File: config.mk
export PLATFORM = sky130hd
export DESIGN_NAME = serial_subtractor_ctrl
export DESIGN_NICKNAME = d
export VERILOG_FILES = /design/src/rtl/serial_subtractor_ctrl.sv
export SDC_FILE = /design/constraint.sdc
export NUM_CORES = 1
export LEC_CHECK = 0
export BUFFER_PORTS_ARGS = -buffer_cell sky130_fd_sc_hd__buf_2
export CELL_PAD_IN_SITES_DETAIL_PLACEMENT = 1
export CELL_PAD_IN_SITES_GLOBAL_PLACEMENT = 2
export CORE_UTILIZATION = 31
export DETAILED_ROUTE_END_ITERATION = 8
export GPL_TIMING_DRIVEN = 0
export PLACE_DENSITY_LB_ADDON = 0.1
export REMOVE_ABC_BUFFERS = 1
export SLEW_MARGIN = 20
export SYNTH_ARGS = -nofsm -noshare
export SYNTH_HDL_FRONTEND = slang
export SYNTH_SLANG_ARGS = --single-unit
File: constraint.sdc
create_clock -name clk -period 2 [get_ports clk]
set_clock_uncertainty 0.05 [all_clocks]
set_input_delay 0.1 -clock clk [delete_from_list [all_inputs] [get_ports clk]]
set_output_delay 0.1 -clock clk [all_outputs]
set_load 0.02 [all_outputs]
File: src/rtl/serial_subtractor_ctrl.sv
// Bit-serial subtractor sequencer: one borrow cell reused
// LSB-first over WIDTH cycles, valid/ready on both sides.
//
// Ports:
//   clk, rst        : rising-edge clock, sync active-high reset
//   in_valid/ready  : operand handshake (ready only in IDLE)
//   a, b            : WIDTH-bit unsigned minuend/subtrahend
//   out_valid/ready : result handshake (valid only in DONE)
//   difference      : (a - b) mod 2^WIDTH
//   borrow          : final borrow-out, 1 when a < b
//   zero            : difference == 0, qualified by out_valid
//   busy            : state != IDLE
module serial_subtractor_ctrl #(
  parameter int WIDTH = 8
) (
  input  logic             clk,
  input  logic             rst,
  input  logic             in_valid,
  output logic             in_ready,
  input  logic [WIDTH-1:0] a,
  input  logic [WIDTH-1:0] b,
  output logic             out_valid,
  input  logic             out_ready,
  output logic [WIDTH-1:0] difference,
  output logic             borrow,
  output logic             zero,
  output logic             busy
);

  localparam int CW = $clog2(WIDTH) + 1;
  localparam logic [CW-1:0] LAST = CW'(WIDTH - 1);

  typedef enum logic [1:0] {
    IDLE,
    SHIFT,
    DONE
  } state_t;

  state_t state;
  state_t state_n;

  logic [WIDTH-1:0] a_q;
  logic [WIDTH-1:0] b_q;
  logic [WIDTH-1:0] diff_q;
  logic             brw_q;
  logic [CW-1:0]    cnt;

  logic ai;
  logic bi;
  logic di;
  logic bo;
  logic last;

  // Operands shift right each cycle, so the current bit is
  // always at position 0 and no variable index is needed.
  always_comb begin
    ai   = a_q[0];
    bi   = b_q[0];
    di   = ai ^ bi ^ brw_q;
    bo   = (~ai & bi) | (~(ai ^ bi) & brw_q);
    last = (cnt == LAST);
  end

  always_ff @(posedge clk) begin
    if (rst) begin
      state <= IDLE;
    end else begin
      state <= state_n;
    end
  end

  always_comb begin
    state_n   = state;
    in_ready  = 1'b0;
    out_valid = 1'b0;
    busy      = 1'b1;
    unique case (state)
      IDLE: begin
        in_ready = 1'b1;
        busy     = 1'b0;
        if (in_valid) state_n = SHIFT;
      end
      SHIFT: begin
        if (last) state_n = DONE;
      end
      DONE: begin
        out_valid = 1'b1;
        if (out_ready) state_n = IDLE;
      end
      default: begin
        state_n = IDLE;
      end
    endcase
  end

  always_ff @(posedge clk) begin
    if (rst) begin
      a_q    <= '0;
      b_q    <= '0;
      diff_q <= '0;
      brw_q  <= 1'b0;
      cnt    <= '0;
    end else if (state == IDLE && in_valid) begin
      a_q    <= a;
      b_q    <= b;
      diff_q <= '0;
      brw_q  <= 1'b0;
      cnt    <= '0;
    end else if (state == SHIFT) begin
      a_q    <= a_q >> 1;
      b_q    <= b_q >> 1;
      diff_q <= diff_q | (WIDTH'(di) << cnt);
      brw_q  <= bo;
      // Hold at the last index so the count never leaves range.
      if (!last) cnt <= cnt + CW'(1);
    end
  end

  assign difference = diff_q;
  assign borrow     = brw_q;
  assign zero       = out_valid & (diff_q == '0);

endmodule

==> summary.md, run 1 <==
| Metric | Value |
|---|---|
| Commonest non-fill, non-tap cell in the layout | buf_2 |
| Syn. warnings | 0 |
| Top_reg_cell synth | dfxtp_1 |
| Total track usage | 0.168 |
| Vias per cell | 5.35 |
| Number of synthesized flops with an enable pin | 0 |
| DR iter-0 viols | 64 |
| Fin crit period | 1.84 ns |
| Main combinational cell family by area after synthesis | compound AO/OA/AOI/OAI gates |
| Final ANT Viol Nets | 0 |
| Synth Area in Compound Gates | 0.283 |
| Die width | 70.1 um |
| Setup Viol. Count Final | 0 |
| Clock Sinks | 31 |
| CP bufs+invs | 0 |
| FFs w/ async S/R, synth | 0 |
| Total power divided by cell area | approximately 810 mW/mm^2 |
| Clock Path Buffers | 2 |
| Final Max Tran Viols | 0 |
| Clock-pin slew on the worst setup and hold paths | about 0.06 ns |
| XOR/XNOR Fraction of Synth Area | 0 |
| Post-route clock period utilization | 0.920 |
| Crit end category | flop |
| Setup crit start | state[1] |
| CTS root buf | clkbuf_8 |
| Core area | 0.00441 sq mm |
| Critical Path Fanout Max | 17 |
| CTS Hold Bufs | 0 |
| H-tree depth | 2 |
| Gr ovfl total | 0 |
| Std cell rows | 24 |
| Post-Syn Area per Cell | 8.94 sq um |
| Antenna Cells | 0 |
| DR WL/cell | 15.9 um |
| Multi-input gate area in the final layout | 712 sq um |
| HP Start | a[7] |
| Multiplexer share of the synthesized area | 0 |
| Largest net degree at the start of global routing | 21 |
| Slew HR | 0.549 |
| Initial Util | 0.326 |
| Port Buffers | 32 |
| Vert. Die Dim | 70.1 um |
| Remaining DRCs | 0 |
| Initial antenna violation count | 0 |
| DR vias | between 1000 and 1500 |
| Slowest library cell on the worst path | dfxtp_1 |
| Most frequent cells in the layout | buf_2, dfxtp_1, nor2_1, o22ai_1, a21oi_1 |
| Sequential area share after synthesis | 0.431 |
| # IOs | 33 |
| RSZ-0062 raised after global routing | false |
| Count of placed standard cells including taps | 234 |
| Max_cap viols | 0 |
| Post-Syn Area | 0.00144 sq mm |
| Simple-Gate Fraction of Synth Area | 0.189 |
| WS Path Type | reg2reg |
| R2r worst-path depth | 3 |
| Global-route wire length before repair | 6.46 mm |
| Synth Area in Adders | 0.0226 |
| Final WL | around 3.8 mm |
| Iteration count of the initial detailed-routing pass | 4 |
| Post-CTS Repair Setup Buffers | 0 |
| Hold depth | 3 |
| Post-Route Setup TNS | 0 ns |
| Worst-Margin Slew | 0.676 ns |
| GPL Wtd Cong | between 0.7 and 0.8 |
| TritonCTS clock tree | built |
| Share of cells above drive strength 1 | 0.265 |
| Fillcell total | between 500 and 600 |
| Max Clock Freq | 0.544 GHz |
| Min-Delay Path Class | in2reg |
| Max stage delay on crit path | 0.75 ns |
| Number of distinct library cells after synthesis | 39 |
| VDD IR max | 0.000381 V |
| Yosys reg bits | 31 |
| Required @ worst endpoint | 2.13 ns |
| FF+latch area | 621 sq um |
| NumNets Final | 211 |
| CP cell instances | and2b_1, and4_1, nor3_1 |
| R2R Path Start | state[1] |
| Pleak | between 0.7 and 0.8 nW |
| Worst Setup Start Kind | flop |
| Vias in the first global route | 1319 |
| Final core utilization | 0.382 |
| Post-CTS resize count | 0 |
| Endpoints failing hold | 0 |
| Arrival @ worst endpoint | 1.97 ns |
| Post-Layout Cell Count | 241 |
| Cell count along the critical path | 3 |
| Crit path max-delay family | simple AND/OR/NAND/NOR gates |
| Outcome | finished, final reports clean |
| Mapped Cells | 161 |
| DP Wirelength | 2.77 mm |
| Die area | 0.00492 sq mm |
| Area grow syn2layout | 17.2% |
| CTS buffer count | 5 |
| Worst skew pair latency | 0.28 ns |
==> worst min-delay path, cell delays in order <==
cell and delay, ns:
buf_2 0.09, a21oi_1 0.05, o22ai_1 0.11
==> power breakdown <==
part	leakage [nW]	switching (W)	internal, W
combinational	0.421	0.000111	0.0000829
sequential	0.254	0.0000272	0.000654
clock	0.0470	0.000227	0.000270
total	0.722	0.000366	0.00101
==> per-layer routing <==
metal,wire length (um),vias up,track usage
li1,-,643,-
met5,0,-,0
met4,46,0,0.0644
met1,1830,622,0.214
met2,1830,20,0.274
met3,129,5,0.0404
==> area by class of cell <==
| class | instances | share of cell area |
|---|---|---|
| Inverter | 11 | 0.0245 |
| Multi-Input combinational cell | 108 | 0.422 |
| Clock inverter | 1 | 0.00297 |
| Tap cell | 52 | 0.0386 |
| Timing Repair Buffer | 32 | 0.0950 |
| Clock buffer | 6 | 0.0490 |
| Sequential cell | 31 | 0.368 |
==> final timing paths <==
path / to / slack [ns]
hold reg to reg: b_q[7] / 0.44
hold / removal: a_q[7] / 0.07
setup reg to reg: cnt[2] / 0.16
setup / recovery: cnt[2] / 0.16
==> kinds of logic after synthesis <==
family                     Yosys count
buffers and inverters               22
DFF                                 31
adders and majority gates            2
and+or+nand+nor                     49
AOI/OAI and AO/OA                   57
==> Yosys cell counts, types with 3 or more instances <==
cell type,number,area (sq um)
nor2_1,22,82.6
a211oi_1,10,75.1
buf_4,5,37.5
a221oi_2,4,60.1
dfxtp_1,31,621
nor2b_1,4,25.0
o22ai_1,15,93.8
buf_2,3,15.0
a21oi_1,13,65.1
inv_1,9,33.8
a21o_1,5,37.5
nand2b_1,3,18.8
==> through the flow <==
step | hold slack, ns | instance area [sq um] | worst slack [ns] | power (W)
2_1_floorplan | 0.122 | 1370 | 0.338 | 0.000817
3_3_place_gp | 0.325 | 1600 | 0.277 | 0.000881
3_5_place_dp | 0.359 | 1600 | 0.212 | 0.000891
4_1_cts | 0.0708 | 1690 | 0.191 | 0.00140
5_1_grt | 0.0744 | 1690 | 0.0469 | 0.00144
6_report | 0.0692 | 1690 | 0.161 | 0.00137
==> sequential cells by signal, summed over array words and instances (netlist names) <==
name	count
borrow	1
difference	8
a_q	8
state	2
b_q	8
cnt	4
No activity file was read; power rests on OpenSTA's default activity.
==> run 2: changes to the inputs <==
- ABC_AREA: default -> 1
- CORE_UTILIZATION: 31 -> 28
==> run 2 against run 1 <==
Against the previous run:
- the run now ends with design-rule violations left
- combinational power fell by 31%
- design area fell by 3.4%
- utilization fell by 1.8 points
- first-iteration DRC count fell by 27%
- critical endpoint is now difference[6]
- highest routed layer unchanged
==> summary.md, run 2 <==
| Metric | Value |
|---|---|
| FF-to-FF End | difference[6] (was cnt[2]) |
| DP Wirelength | 2.36 mm (was 2.77 mm) |
| Final worst setup slack | 0.358 ns (was 0.161 ns) |
| Core area | 0.00447 sq mm (was 0.00441 sq mm) |
| R2R Path Start | borrow (was state[1]) |
| Share of cells above drive strength 1 | 0.211 (was 0.265) |
| DR WL/cell | 12.1 um (was 15.9 um) |
| Syn. warnings | 0 (unchanged) |
| Worst-Margin Slew | 0.680 ns (was 0.676 ns) |
| CTS Hold Bufs | 0 (unchanged) |
| Final instance area | 0.00163 sq mm (was 0.00169 sq mm) |
| Largest net degree at the start of global routing | 22 (was 21) |
| Vias per cell | 4.74 (was 5.35) |
| Global-route wire length before repair | 5.77 mm (was 6.46 mm) |
| Commonest non-fill, non-tap cell in the layout | nand2_1 (was buf_2) |
| Most frequent cells in the layout | nand2_1, buf_2, dfxtp_1, inv_1, a31oi_1 (was buf_2, dfxtp_1, nor2_1, o22ai_1, a21oi_1) |
| Slew HR | 0.547 (was 0.549) |
| Max stage delay on crit path | 0.59 ns (was 0.75 ns) |
| # IOs | 33 (unchanged) |
| Failing checks | design-rule violations |
| Synth top area share | 0.463 (was 0.431) |
| Worst skew pair latency | 0.29 ns (was 0.28 ns) |
| VDD IR max | 0.000358 V (was 0.000381 V) |
| Post-Syn Area | 0.00134 sq mm (was 0.00144 sq mm) |
| Remaining DRCs | 2 (was 0) |
| Sequential power share | 0.491 (was 0.496) |
| Vert. Die Dim | 71.2 um (was 70.1 um) |
| Internal Pwr Total | 0.00100 W (was 0.00101 W) |
| Synth top cells by count | nand2_1, dfxtp_1, inv_1 (was dfxtp_1, nor2_1, o22ai_1) |
| Clock power frac | 0.409 (was 0.362) |
| RSZ-0062 raised after global routing | false (unchanged) |
| Post-CTS resize count | 0 (unchanged) |
| Vias in the first global route | 1371 (was 1319) |
| P_sw | 0.000340 W (was 0.000366 W) |
| Clock Sinks | 31 (unchanged) |
| Fin crit period | 1.64 ns (was 1.84 ns) |
| Post-DP Area | 0.00152 sq mm (was 0.00160 sq mm) |
| DR vias | 1280 (was 1290) |
| Cell mode on critical path | inv_1 |
| Worst Setup Start Kind | flop (unchanged) |
| Yosys reg bits | 31 (unchanged) |
| Synth top area cells | dfxtp_1, nand2_1, a31oi_1 (was dfxtp_1, o22ai_1, nor2_1) |
| Arrival @ worst endpoint | 1.82 ns (was 1.97 ns) |
| Clock Path Buffers | 2 (unchanged) |
| WS Path Type | reg2reg (unchanged) |
| Die area | 0.00507 sq mm (was 0.00492 sq mm) |
| Port Buffers | 32 (unchanged) |
| Clock-pin slew on the worst setup and hold paths | 0.07 ns (was 0.06 ns) |
| Min-Delay Path Class | in2reg (unchanged) |
| Net Sw Frac | 0.253 (was 0.267) |
| Mapped Cells | 185 (was 161) |
| Crit end category | flop (unchanged) |
| CTS root buf | clkbuf_8 (unchanged) |
| Post-Syn Area per Cell | 7.24 sq um (was 8.94 sq um) |
| Initial Util | 0.299 (was 0.326) |
| FFs w/ async S/R, synth | 0 (unchanged) |
| R2r worst-path depth | 6 (was 3) |
| Outcome | complete, but fails checks (was finished, final reports clean) |
| Reg2Reg Setup Slack | 0.36 ns (was 0.16 ns) |
| Total track usage | 0.150 (was 0.168) |
| Final WL | 3.26 mm (was 3.84 mm) |
| Logic pwr share | 0.100 (was 0.141) |
| Number of distinct library cells after synthesis | 24 (was 39) |
| H-tree depth | 2 (unchanged) |
| Fillcell total | 575 (was 549) |
| Post-CTS Repair Setup Buffers | 0 (unchanged) |
| Slowest library cell on the worst path | fa_1 (was dfxtp_1) |
| Crit path max-delay family | adder cells (was simple AND/OR/NAND/NOR gates) |
| Top_reg_cell synth | dfxtp_1 (unchanged) |
| Pleak | 0.668 nW (was 0.722 nW) |
| Max Clock Freq | 0.609 GHz (was 0.544 GHz) |
| Max_cap viols | 0 (unchanged) |
| Critical Path Fanout Max | 3 (was 17) |
| Area grow syn2layout | 21.6% (was 17.2%) |
| GPL Wtd Cong | 0.780 (was 0.702) |
| Post-route clock period utilization | 0.821 (was 0.920) |
| Number of synthesized flops with an enable pin | 0 (unchanged) |
| HP Start | a[7] (unchanged) |
| Hold depth | 3 (unchanged) |
| Initial antenna violation count | 0 (unchanged) |
| DR iter-0 viols | 47 (was 64) |
| Required @ worst endpoint | 2.17 ns (was 2.13 ns) |
| Endpoints failing hold | 0 (unchanged) |
| TritonCTS clock tree | built (unchanged) |
| Area leader, netlist | dfxtp_1 (unchanged) |
| Iteration count of the initial detailed-routing pass | 8 (was 4) |
| Final Max Tran Viols | 0 (unchanged) |
| CP bufs+invs | 2 (was 0) |
| Post-Route Setup TNS | 0 ns (unchanged) |
| Top-count cell post-synth | nand2_1 (was dfxtp_1) |
| Gr ovfl total | 0 (unchanged) |
| Setup Viol. Count Final | 0 (unchanged) |
| Std cell rows | 24 (unchanged) |
| Total power divided by cell area | 825 mW/mm^2 (was 814 mW/mm^2) |
| Antenna Cells | 0 (unchanged) |
| Worst hold slack | 0.00697 ns (was 0.0692 ns) |
| Final ANT Viol Nets | 0 (unchanged) |
| NumNets Final | 239 (was 211) |
| CTS buffer count | 5 (unchanged) |
| DP Worst Slack | 0.0664 ns (was 0.212 ns) |
| Sequential area share after synthesis | 0.463 (was 0.431) |
| Die width | 71.2 um (was 70.1 um) |
| CP cell instances | inv_1, fa_1, inv_1, nor3_1, nand2_1, a21oi_1 (was and2b_1, and4_1, nor3_1) |
| Hold Crit Endpoint | a_q[7] (unchanged) |
-- run 2: changes by cell type after synthesis, moves of 5 or more --
| cell | previous run | this run |
|---|---|---|
| nand2_1 | 2 | 64 |
| o22ai_1 | 15 | 0 |
| a31oi_1 | 2 | 15 |
| inv_1 | 9 | 22 |
| nor2_1 | 22 | 9 |
| a211oi_1 | 10 | 0 |
| a21o_1 | 5 | 0 |
-- run 2: how the worst max path moves through the flow --
| stage | from | endpoint | slack, ns | depth (start not counted) |
|---|---|---|---|---|
| floorplan | borrow | difference[0] | 0.42 | 6 |
| global placement | state[0] | difference[2] | 0.10 | 6 |
| detailed placement | state[0] | difference[2] | 0.07 | 6 |
| CTS | state[0] | difference[2] | 0.05 | 6 |
| global route | state[0] | difference[3] | 0.15 | 6 |
| finish | borrow | difference[6] | 0.36 | 6 |
-- run 2: cell families (layout without fill, tap and decap cells) --
kind of cell / Yosys count / count (layout) / share of synthesized area
and+or+nand+nor: 87 / 87 / 0.269
buffers and inverters: 31 / 64 / 0.0980
AOI/OAI and AO/OA: 34 / 34 / 0.146
adders and majority gates: 2 / 2 / 0.0243
DFF: 31 / 31 / 0.463
-- run 2: final cells by class --
cell class,count,area [sq um],share of cell area
clock buffer,8,100,0.0614
multi-input combinational,123,593,0.364
tap,52,65.1,0.0399
sequential,31,621,0.381
timing repair buffer,32,160,0.0983
inverter,24,90.1,0.0553
-- run 2: per-stage QoR --
stage	std cells	util	total power, W
final	270	0.364	0.00134
after global routing	270	0.364	0.00142
after CTS	270	0.363	0.00136
after detailed placement	262	0.341	0.000810
after global placement	262	0.341	0.000803
after floorplan	178	-	0.000752
-- run 2: worst min-delay path, delay by kind of cell --
| kind | cells | cell delay [ns] |
|---|---|---|
| AO/OA/AOI/OAI | 1 | 0.05 |
| buffers and inverters | 1 | 0.10 |
| AND/OR/NAND/NOR | 1 | 0.05 |
-- run 2: per-layer routing --
metal / global-route usage / wire length (um)
met5: 0 / 0
met2: 0.283 / 1710
met4: 0.0533 / 53
met1: 0.149 / 1340
met3: 0.0541 / 160
-- run 2: power groups by stage --
stage	logic [W]	registers [W]	clock network, W
2_1_floorplan	0.0000810	0.000671	0
3_3_place_gp	0.000131	0.000672	0
3_5_place_dp	0.000137	0.000673	0
4_1_cts	0.000137	0.000660	0.000566
5_1_grt	0.000155	0.000663	0.000599
6_report	0.000134	0.000660	0.000549
==> run 3: changes to the inputs <==
- clock period: 2 -> 1.7 ns (I/O delays scaled with it)
==> run 3 against run 2 <==
Against the previous run:
- the run still ends with design-rule violations left
- sequential power rose by 18%
- via count rose by 2.5%
- flip-flop and latch count did not move
- total power rose by 19%
- setup slack got worse by 0.24 ns
- register-to-register slack got worse by 0.24 ns
- cell count rose by 2.2%
- maximum frequency rose by 4.0%
- critical path type unchanged
- highest routed layer unchanged
==> summary.md, run 3 (same netlist as run 2, synthesis figures left out) <==
| Metric | Value |
|---|---|
| Outcome | complete, but fails checks (unchanged) |
| Failing checks | design-rule violations (unchanged) |
| Final core utilization | 0.378 (was 0.364) |
| Total power divided by cell area | 945 mW/mm^2 (was 825 mW/mm^2) |
| DP Wirelength | 2.36 mm (unchanged) |
| Post-route clock period utilization | 0.929 (was 0.821) |
| RSZ-0062 raised after global routing | true (was false) |
| Min-Delay Path Class | in2reg (unchanged) |
| Initial Util | 0.299 (unchanged) |
| WS Path Type | reg2reg (unchanged) |
| Vias per cell | 4.75 (was 4.74) |
| Final Max Tran Viols | 0 (unchanged) |
| Critical Path Fanout Max | 3 (unchanged) |
| Worst Setup Start Kind | flop (unchanged) |
| Most frequent cells in the layout | nand2_1, buf_2, dfxtp_1, inv_1, a31oi_1 (unchanged) |
| Pleak | 0.696 nW (was 0.668 nW) |
| TritonCTS clock tree | built (unchanged) |
| Clock Path Buffers | 2 (unchanged) |
| Crit end category | flop (unchanged) |
| Worst-Margin Slew | 0.687 ns (was 0.680 ns) |
| Global-route wire length before repair | 5.80 mm (was 5.77 mm) |
| CTS buffer count | 5 (unchanged) |
| VDD IR max | 0.000425 V (was 0.000358 V) |
| Post-Route Setup TNS | 0 ns (unchanged) |
| Vert. Die Dim | 71.2 um (unchanged) |
| DR WL/cell | 12.5 um (was 12.1 um) |
| CTS root buf | clkbuf_8 (unchanged) |
| Fin crit period | 1.58 ns (was 1.64 ns) |
| Vias in the first global route | 1383 (was 1371) |
| Largest net degree at the start of global routing | 22 (unchanged) |
| Endpoints failing hold | 0 (unchanged) |
| Worst skew pair latency | 0.29 ns (about the same) |
| Max Clock Freq | 0.633 GHz (was 0.609 GHz) |
| Iteration count of the initial detailed-routing pass | 9 (was 8) |
| Commonest non-fill, non-tap cell in the layout | nand2_1 (unchanged) |
| H-tree depth | 2 (unchanged) |
| Slew HR | 0.542 (was 0.547) |
| Port Buffers | 32 (unchanged) |
| Remaining DRCs | 2 (unchanged) |
| Antenna Cells | 0 (unchanged) |
| Clock-pin slew on the worst setup and hold paths | 0.07 ns (about the same) |
| Die width | 71.2 um (unchanged) |
| Initial antenna violation count | 0 (unchanged) |
| Std cell rows | 24 (unchanged) |
| DR iter-0 viols | 45 (was 47) |
| Clock Sinks | 31 (unchanged) |
| Share of cells above drive strength 1 | 0.237 (was 0.211) |
| GPL Wtd Cong | 0.780 (unchanged) |
| Max_cap viols | 0 (unchanged) |
| Setup Viol. Count Final | 0 (unchanged) |
| Core area | 0.00447 sq mm (unchanged) |
| Gr ovfl total | 0 (unchanged) |
| Die area | 0.00507 sq mm (unchanged) |
| Required @ worst endpoint | 1.87 ns (was 2.17 ns) |
| # IOs | 33 (unchanged) |
| NumNets Final | 245 (was 239) |
| Total track usage | 0.150 (about the same) |
| Area grow syn2layout | 26.1% (was 21.6%) |
| DR vias | 1312 (was 1280) |
| Final ANT Viol Nets | 0 (unchanged) |
| Fillcell total | 575 (unchanged) |
| Arrival @ worst endpoint | 1.75 ns (was 1.82 ns) |
| Final WL | 3.44 mm (was 3.26 mm) |
-- run 3: area by class of cell --
type                    instances  area [sq um]  share of cell area
multi-input cells             124           612               0.362
well taps                      52          65.1              0.0385
clock buffers                   8           100              0.0592
repair buffers                 37           203               0.120
flip-flops and latches         31           621               0.367
inverters                      24          90.1              0.0533
-- run 3: final timing paths --
| check | startpoint | end | slack, ns | cells past startpoint |
|---|---|---|---|---|
| max | borrow | difference[6] | 0.12 | 6 |
| min | b[4] | b_q[4] | 0.004 | 3 |
| max reg2reg | borrow | difference[6] | 0.12 | 6 |
| min reg2reg | difference[4] | difference[4] | 0.42 | 2 |
-- run 3: layer usage --
metal | wire length, um | vias up | GRT usage
met5 | 0 | - | 0
met4 | 48 | 0 | 0.0533
met3 | 153 | 5 | 0.0541
met2 | 1780 | 30 | 0.285
met1 | 1450 | 610 | 0.149
li1 | - | 667 | -
-- run 3: critical path, stage by stage (launching register included) --
cell     delay [ns]
dfxtp_1        0.35
inv_1          0.07
fa_1           0.59
inv_1          0.09
nor3_2         0.14
nand2_1        0.09
a21oi_1        0.13
-- run 3: power by group --
group	total (W)	internal, W	switching, W
sequential	0.000777	0.000756	0.0000205
clock	0.000644	0.000369	0.000275
combinational	0.000177	0.0000674	0.000110
-- run 3: stage by stage --
stage / power, W / hold slack [ns] / instances / area [sq um] / setup slack, ns
finish: 0.00160 / 0.00375 / 276 / 1690 / 0.121
global route: 0.00169 / 0.0155 / 276 / 1690 / -0.00416
CTS: 0.00161 / 0.00298 / 272 / 1650 / 0.0274
detailed placement: 0.000953 / 0.296 / 262 / 1520 / -0.234
global placement: 0.000945 / 0.284 / 262 / 1520 / -0.196
floorplan: 0.000884 / 0.104 / 178 / 1300 / 0.117
-- run 3: timing repair --
| action | in CTS | in global routing |
|---|---|---|
| gates resized for setup | 1 | 3 |
| gates cloned | 0 | 1 |
| hold endpoints to repair | 2 | 0 |
| pin swaps | 0 | 2 |
| endpoints found under the setup margin | 14 | 10 |
| buffers inserted | 0 | 3 |
| hold buffers | 2 | 0 |
